--- src/rtl/mem_ctrl_if.sv ---
// Request/response and RAM-port signals between the IF/MEM stages, the
// sequencer and the byte-wide unified RAM.
interface mem_ctrl_if;
    logic        if_req;
    logic [31:0] if_addr;
    logic        if_done;
    logic [31:0] if_inst;
    logic        mem_req;
    logic        mem_we;
    logic [1:0]  mem_len;
    logic [31:0] mem_addr;
    logic [31:0] mem_wdata;
    logic        mem_done;
    logic [31:0] mem_rdata;
    logic [31:0] ram_addr;
    logic [7:0]  ram_dout;
    logic        ram_wr;
    logic [7:0]  ram_din;

    modport slave (
        input  if_req, if_addr, mem_req, mem_we, mem_len, mem_addr, mem_wdata, ram_din,
        output if_done, if_inst, mem_done, mem_rdata, ram_addr, ram_dout, ram_wr
    );

    modport master (
        output if_req, if_addr, mem_req, mem_we, mem_len, mem_addr, mem_wdata, ram_din,
        input  if_done, if_inst, mem_done, mem_rdata, ram_addr, ram_dout, ram_wr
    );
endinterface

--- src/rtl/mem_ctrl.sv ---
// Round-robin sequencer that shares one byte-wide RAM port between fetch and
// load/store, assembling multi-byte little-endian reads one byte per cycle.
module mem_ctrl #(
    parameter int RAM_RD_LAT = 1
) (
    input  logic      clk,
    input  logic      rst,
    input  logic      rdy,
    mem_ctrl_if.slave bus
);
    typedef enum logic [1:0] {S_IDLE, S_RD, S_WR, S_DONE} state_t;

    state_t      r_state, w_next;
    logic [31:0] r_base, r_wdata, r_asm;
    logic [31:0] r_ram_addr, r_if_inst, r_mem_rdata;
    logic [7:0]  r_ram_dout;
    logic        r_ram_wr, r_if_done, r_mem_done;
    logic [1:0]  r_nm1;
    logic [2:0]  r_i;
    logic        r_owner_mem, r_last_mem;

    // One stage per cycle of RAM latency; stage RAM_RD_LAT lines up with ram_din.
    logic [RAM_RD_LAT:0]      r_vld_pipe;
    logic [RAM_RD_LAT:0][1:0] r_lane_pipe;

    logic        w_grant_mem, w_grant_any, w_g_we;
    logic [31:0] w_g_addr;
    logic [1:0]  w_g_nm1;
    logic        w_issue, w_cap, w_last_cap, w_push;
    logic [1:0]  w_cap_lane, w_push_lane;
    logic [31:0] w_asm;

    // On a tie the side that was not served last wins.
    assign w_grant_mem = bus.mem_req && (!bus.if_req || !r_last_mem);
    assign w_grant_any = bus.mem_req || bus.if_req;
    assign w_g_we      = w_grant_mem && bus.mem_we;
    assign w_g_addr    = w_grant_mem ? bus.mem_addr : bus.if_addr;
    assign w_g_nm1     = !w_grant_mem            ? 2'd3 :
                         (bus.mem_len == 2'd0)   ? 2'd0 :
                         (bus.mem_len == 2'd1)   ? 2'd1 : 2'd3;

    assign w_issue     = (r_i <= {1'b0, r_nm1});
    assign w_cap       = r_vld_pipe[RAM_RD_LAT];
    assign w_cap_lane  = r_lane_pipe[RAM_RD_LAT];
    assign w_last_cap  = (r_state == S_RD) && w_cap && (w_cap_lane == r_nm1);
    assign w_push      = ((r_state == S_IDLE) && w_grant_any && !w_g_we) ||
                         ((r_state == S_RD) && w_issue);
    assign w_push_lane = (r_state == S_RD) ? r_i[1:0] : 2'd0;

    always_comb begin
        w_asm = r_asm;
        if (w_cap)
            w_asm[{w_cap_lane, 3'b000} +: 8] = bus.ram_din;
    end

    always_comb begin
        w_next = r_state;
        unique case (r_state)
            S_IDLE: if (w_grant_any) w_next = w_g_we ? S_WR : S_RD;
            S_RD:   if (w_last_cap)  w_next = S_DONE;
            S_WR:   if (!w_issue)    w_next = S_DONE;
            S_DONE: w_next = S_IDLE;
            default: w_next = S_IDLE;
        endcase
    end

    always_ff @(posedge clk) begin
        if (rst) begin
            r_state     <= S_IDLE;
            r_base      <= '0;
            r_wdata     <= '0;
            r_asm       <= '0;
            r_ram_addr  <= '0;
            r_ram_dout  <= '0;
            r_ram_wr    <= 1'b0;
            r_if_inst   <= '0;
            r_mem_rdata <= '0;
            r_if_done   <= 1'b0;
            r_mem_done  <= 1'b0;
            r_nm1       <= '0;
            r_i         <= '0;
            r_owner_mem <= 1'b0;
            r_last_mem  <= 1'b0;
            r_vld_pipe  <= '0;
            r_lane_pipe <= '0;
        end else if (rdy) begin
            r_state     <= w_next;
            r_vld_pipe  <= {r_vld_pipe[RAM_RD_LAT-1:0], w_push};
            r_lane_pipe <= {r_lane_pipe[RAM_RD_LAT-1:0], w_push_lane};
            r_asm       <= w_asm;
            r_if_done   <= 1'b0;
            r_mem_done  <= 1'b0;
            unique case (r_state)
                S_IDLE: if (w_grant_any) begin
                    // Byte 0 goes out on the grant edge so the RAM sees it at T+1.
                    r_base      <= w_g_addr;
                    r_nm1       <= w_g_nm1;
                    r_wdata     <= bus.mem_wdata;
                    r_owner_mem <= w_grant_mem;
                    r_ram_addr  <= w_g_addr;
                    r_i         <= 3'd1;
                    r_asm       <= '0;
                    if (w_g_we) begin
                        r_ram_wr   <= 1'b1;
                        r_ram_dout <= bus.mem_wdata[7:0];
                    end
                end
                S_RD: begin
                    if (w_issue) begin
                        r_ram_addr <= r_base + {29'd0, r_i};
                        r_i        <= r_i + 3'd1;
                    end else begin
                        r_ram_addr <= '0;
                    end
                    if (w_last_cap) begin
                        if (r_owner_mem) begin
                            r_mem_done  <= 1'b1;
                            r_mem_rdata <= w_asm;
                        end else begin
                            r_if_done <= 1'b1;
                            r_if_inst <= w_asm;
                        end
                    end
                end
                S_WR: begin
                    if (w_issue) begin
                        r_ram_addr <= r_base + {29'd0, r_i};
                        r_ram_dout <= r_wdata[{r_i[1:0], 3'b000} +: 8];
                        r_ram_wr   <= 1'b1;
                        r_i        <= r_i + 3'd1;
                    end else begin
                        r_ram_addr <= '0;
                        r_ram_wr   <= 1'b0;
                        r_mem_done <= 1'b1;
                    end
                end
                S_DONE: r_last_mem <= r_owner_mem;
                default: ;
            endcase
        end
    end

    assign bus.ram_addr  = r_ram_addr;
    assign bus.ram_dout  = r_ram_dout;
    assign bus.ram_wr    = r_ram_wr;
    assign bus.if_done   = r_if_done;
    assign bus.if_inst   = r_if_inst;
    assign bus.mem_done  = r_mem_done;
    assign bus.mem_rdata = r_mem_rdata;
endmodule

--- src/flat_wrapper.sv ---
// flat-port wrapper written by rule: the top's interface ports become plain ports
module mem_ctrl_flat 
#(
    parameter int RAM_RD_LAT = 1
)
  (clk, rst, rdy, bus_if_req, bus_if_addr, bus_mem_req, bus_mem_we, bus_mem_len, bus_mem_addr, bus_mem_wdata, bus_ram_din, bus_if_done, bus_if_inst, bus_mem_done, bus_mem_rdata, bus_ram_addr, bus_ram_dout, bus_ram_wr);
  mem_ctrl_if bus_i ();
  input  logic clk;
  input  logic rst;
  input  logic rdy;
  input wire logic [$bits(bus_i.if_req)-1:0] bus_if_req;
  input wire logic [$bits(bus_i.if_addr)-1:0] bus_if_addr;
  input wire logic [$bits(bus_i.mem_req)-1:0] bus_mem_req;
  input wire logic [$bits(bus_i.mem_we)-1:0] bus_mem_we;
  input wire logic [$bits(bus_i.mem_len)-1:0] bus_mem_len;
  input wire logic [$bits(bus_i.mem_addr)-1:0] bus_mem_addr;
  input wire logic [$bits(bus_i.mem_wdata)-1:0] bus_mem_wdata;
  input wire logic [$bits(bus_i.ram_din)-1:0] bus_ram_din;
  output wire logic [$bits(bus_i.if_done)-1:0] bus_if_done;
  output wire logic [$bits(bus_i.if_inst)-1:0] bus_if_inst;
  output wire logic [$bits(bus_i.mem_done)-1:0] bus_mem_done;
  output wire logic [$bits(bus_i.mem_rdata)-1:0] bus_mem_rdata;
  output wire logic [$bits(bus_i.ram_addr)-1:0] bus_ram_addr;
  output wire logic [$bits(bus_i.ram_dout)-1:0] bus_ram_dout;
  output wire logic [$bits(bus_i.ram_wr)-1:0] bus_ram_wr;
  assign bus_i.if_req = bus_if_req;
  assign bus_i.if_addr = bus_if_addr;
  assign bus_i.mem_req = bus_mem_req;
  assign bus_i.mem_we = bus_mem_we;
  assign bus_i.mem_len = bus_mem_len;
  assign bus_i.mem_addr = bus_mem_addr;
  assign bus_i.mem_wdata = bus_mem_wdata;
  assign bus_i.ram_din = bus_ram_din;
  assign bus_if_done = bus_i.if_done;
  assign bus_if_inst = bus_i.if_inst;
  assign bus_mem_done = bus_i.mem_done;
  assign bus_mem_rdata = bus_i.mem_rdata;
  assign bus_ram_addr = bus_i.ram_addr;
  assign bus_ram_dout = bus_i.ram_dout;
  assign bus_ram_wr = bus_i.ram_wr;
  mem_ctrl #(.RAM_RD_LAT(RAM_RD_LAT)) u_core (.clk(clk), .rst(rst), .rdy(rdy), .bus(bus_i));
endmodule
--- config.mk ---
export PLATFORM = sky130hd
export DESIGN_NAME = mem_ctrl_flat
export DESIGN_NICKNAME = d
export VERILOG_FILES = /design/src/rtl/mem_ctrl_if.sv /design/src/rtl/mem_ctrl.sv /design/src/flat_wrapper.sv
export SDC_FILE = /design/constraint.sdc
export NUM_CORES = 1
export LEC_CHECK = 0
export ABC_CLOCK_PERIOD_IN_PS = 3000
export CAP_MARGIN = 20
export CORE_MARGIN = 4
export CORE_UTILIZATION = 30
export DETAILED_ROUTE_END_ITERATION = 7
export DONT_BUFFER_PORTS = 1
export PLACE_DENSITY = 0.51
export SETUP_SLACK_MARGIN = 0.1
export SYNTH_ARGS = -nofsm -noshare
export SYNTH_HDL_FRONTEND = slang
export SYNTH_SLANG_ARGS = --single-unit
--- constraint.sdc ---
create_clock -name clk -period 3 [get_ports clk]
set_input_delay 0.6 -clock clk [delete_from_list [all_inputs] [get_ports clk]]
set_output_delay 0.6 -clock clk [all_outputs]
set_load 0.02 [all_outputs]
==> metrics <==
status finished clean; die area roughly 36000 sq um; buffers added on ports 0; initial antenna violation count 0; critical setup path kind reg -> reg; H-tree lvl count 1; Final Setup Violations 0; Seq/Total Area, Yosys between 40 and 50%; ant diodes 0; crit-path max cell delay between 0.5 and 0.6 ns; Boundary Pins 219; Lkg Pwr between 3 and 4 nW; Critical Path RT 3.47 ns; R2R cell count 7; Avg Cell Area, Syn around 8.7 sq um; Max-Cap Viols 0; vias in the first global route between 7000 and 8000; worst reg-to-reg setup slack approximately 0.55 ns; Synth Register Bits approximately 220; pin count of the biggest net entering global routing 220; Nets about 1200; Worst-Margin Slew about 0.8 ns; Area growth syn-to-layout 12.1%; Hold EP u_core.r_base[30]$_SDFFE_PP0P_; WP data arrival ~2.9 ns; netlist area before placement around 9900 sq um; post-CTS setup-driven buffer insertion count 0; share of layout cells above drive strength 1 ~9%; max-slew violations 0; Post-synth EDFFs 0; top_reg_cell synth dfxtp_1; Total Routing Usage GR between 10% and 20%; Critical Path End Type register; fin util 34.0%; Total Wirelength between 20000 and 30000 um; routability congestion estimate from global placement 0.766; Core Rows 66; CTS tree yes; CP delay by family, top simple AND/OR/NAND/NOR gates; commonest non-fill, non-tap cell in the layout dfxtp_1; DR WL/cell 18.6 um; Post-Synthesis Cells 1135; dpl cells around 1500; root buffer cell clkbuf_16; Synth Warn # 0; Hold WS around 0.16 ns; fin cells 1556; unrepaired setup endpoints after global routing no; Period minus WS final approximately 2.5 ns; first-pass GRT wire length 45200 um; Startpoint Class register; crit path cell chain inv_1 -> ha_1 -> nor3b_1 -> or3_4 -> nor3_4 -> nand2_1 -> a31oi_1; FFs w/ async S/R, synth 0%; crit path buf inv count 1; reg-to-reg critical path endpoint u_core.bus.ram_addr[6]$_SDFFE_PP0P_; DR vias approximately 8000; grt ovf 0; clk_lat worst skew about 0.54 ns; slowest stage cell, crit path or3_4; total power 7.24 mW; Die H around 190 um; Core Area 32500 sq um; DP HPWL between 15000 and 20000 um; TritonCTS Buffers 26; PwrDens 654 nW/um^2; Final ANT Viol Nets 0; Max IR drop VDD around 0.44 mV; Synth cell types 69; Hold Path Cell Cnt 1; most frequent cells in the layout dfxtp_1, nor2_1, nand2_1, nor3_1, a21oi_1; CTS clk-pin slew, worst paths about 0.07 ns; hold path start rst; Setup Total Neg Slack 0 ns; maximum clock frequency around 0.41 GHz; Via density 5.16; # hold bufs at CTS 0; drt drc 0; TritonRoute pass-1 iters 5; Iter 0 DRT Violations about 370; Mapped Nets roughly 1300; die width roughly 190 um; worst hold-check path type in -> reg; period utilization 81.8%; reg2reg start u_core.r_state[0]$_SDFFE_PP0P_; Fin. Hold Viols 0; Initial Utilization 30.4%; Layout Skew roughly 0.023 ns; clock sinks about 220; Bufs on Longest Clock Path 3; CP max FO 56; slew margin rel. between 40% and 50%
logic make-up (layout without fill, tap and decap cells):
kind of cell	count (synthesis)	count (layout)	synth area share [%]
flip-flops	218	218	44.2
multiplexers	52	52	6.28
AND/OR/NAND/NOR	458	458	21.3
XOR/XNOR	28	28	2.56
adder cells (fa/ha/maj)	18	18	2.36
AO/OA/AOI/OAI	260	260	18.5
buffers and inverters	101	80	4.85
Yosys cell counts (2+ instances only):
library cell  count  area, sq um
nand2b_1          4         25.0
or3_1             8         50.1
nor3_2            2         20.0
nor4_1            3         18.8
nand4_2           2         25.0
nand3_1          15         75.1
a22o_1           23          201
nor3_1           69          345
a21o_1            2         15.0
buf_6             7         78.8
and4_1            6         52.6
nor2_1          216          811
buf_2            10         50.1
xnor2_1          13          114
and3_1            3         18.8
o211ai_1          3         22.5
xor2_1           14          123
o21ai_0          17         85.1
nor2b_1           2         12.5
nand3b_1          4         30.0
a22oi_1          32          240
ha_1             17          213
buf_4             9         67.6
clkbuf_1         53          199
o31a_1            2         17.5
a21oi_1          64          320
a31oi_1          11         68.8
buf_1             5         18.8
nand4_1           9         56.3
mux4_2            8          180
o22ai_1          18          113
nor4_4            2         42.5
nand2_1          98          368
a2bb2oi_1        10         87.6
dfxtp_1         218         4360
inv_1            15         56.3
nor3b_1           2         15.0
a211oi_2          8          100
mux2i_1          44          440
a211oi_1         58          435
area by class of cell:
cell class	count	area, sq um
clock buffers	38	777
clock inverters	8	95.1
fillers	3479	21500
inverters	16	60.1
multi-input cells	816	5060
flip-flops and latches	218	4360
well taps	442	553
repair buffers	18	160
metal layers:
| metal | wire (um) | vias to the layer above | GRT usage (%) |
|---|---|---|---|
| li1 | - | 3972 | - |
| met1 | 13200 | 3791 | 20.9 |
| met2 | 13100 | 228 | 24.6 |
| met3 | 2040 | 41 | 4.09 |
| met4 | 603 | 0 | 3.39 |
| met5 | 0 | - | 0 |
metrics by stage:
step	setup WS [ns]	cell area [sq um]
global route	0.316	11100
global placement	0.305	10200
detailed placement	0.244	10200
CTS	0.220	11100
floorplan	0.604	9880
finish	0.547	11100
worst register-to-register path, delay by kind of cell, from the launching register on:
| kind | cells | cell delay, ns |
|---|---|---|
| buffers and inverters | 1 | 0.11 |
| adders and majority gates | 1 | 0.26 |
| AOI/OAI and AO/OA | 1 | 0.16 |
| and+or+nand+nor | 4 | 1.47 |
| DFF | 1 | 0.41 |
worst max-delay path by stage:
stage | startpoint | to | slack, ns | depth (start not counted)
after floorplan | u_core.r_i[1]$_SDFFE_PP0P_ | u_core.bus.ram_addr[22]$_SDFFE_PP0P_ | 0.60 | 8
after global placement | u_core.r_i[0]$_SDFFE_PP0P_ | u_core.bus.ram_addr[15]$_SDFFE_PP0P_ | 0.30 | 7
after detailed placement | u_core.r_i[0]$_SDFFE_PP0P_ | u_core.bus.ram_addr[17]$_SDFFE_PP0P_ | 0.24 | 7
after CTS | u_core.r_i[0]$_SDFFE_PP0P_ | u_core.bus.ram_addr[17]$_SDFFE_PP0P_ | 0.22 | 7
after global routing | u_core.r_state[0]$_SDFFE_PP0P_ | u_core.bus.ram_addr[4]$_SDFFE_PP0P_ | 0.32 | 7
final | u_core.r_state[0]$_SDFFE_PP0P_ | u_core.bus.ram_addr[6]$_SDFFE_PP0P_ | 0.55 | 7
state kept, by name (all words and copies together) (netlist names):
| register | cells |
|---|---|
| u_core.bus.ram_dout | 8 |
| u_core.bus.ram_addr | 32 |
| u_core.w_cap_lane | 2 |
| u_core.r_base | 32 |
| u_core.bus.ram_wr | 1 |
| u_core.r_i | 3 |
| u_core.r_state | 2 |
| u_core.bus.mem_rdata | 32 |
| u_core.r_lane_pipe | 2 |
| u_core.r_owner_mem | 1 |
| u_core.r_wdata | 32 |
| u_core.bus.if_done | 1 |
| u_core.r_last_mem | 1 |
| u_core.r_nm1 | 2 |
| u_core.bus.if_inst | 32 |
| u_core.bus.mem_done | 1 |
| u_core.r_vld_pipe | 2 |
| u_core.r_asm | 32 |
timing repair:
item | 4_1_cts | 5_1_grt
resized for setup | 0 | 1
hold endpoints to repair | 0 | 0
endpoints found under the setup margin | 0 | 10
where the power goes:
| group | leakage, nW | internal (mW) | total, mW | switching (mW) |
|---|---|---|---|---|
| logic | 1.68 | 0.292 | 0.743 | 0.451 |
| clock network | 0.426 | 1.95 | 3.23 | 1.28 |
| registers | 1.77 | 3.05 | 3.26 | 0.214 |
Power figures use the tool's default switching activity.
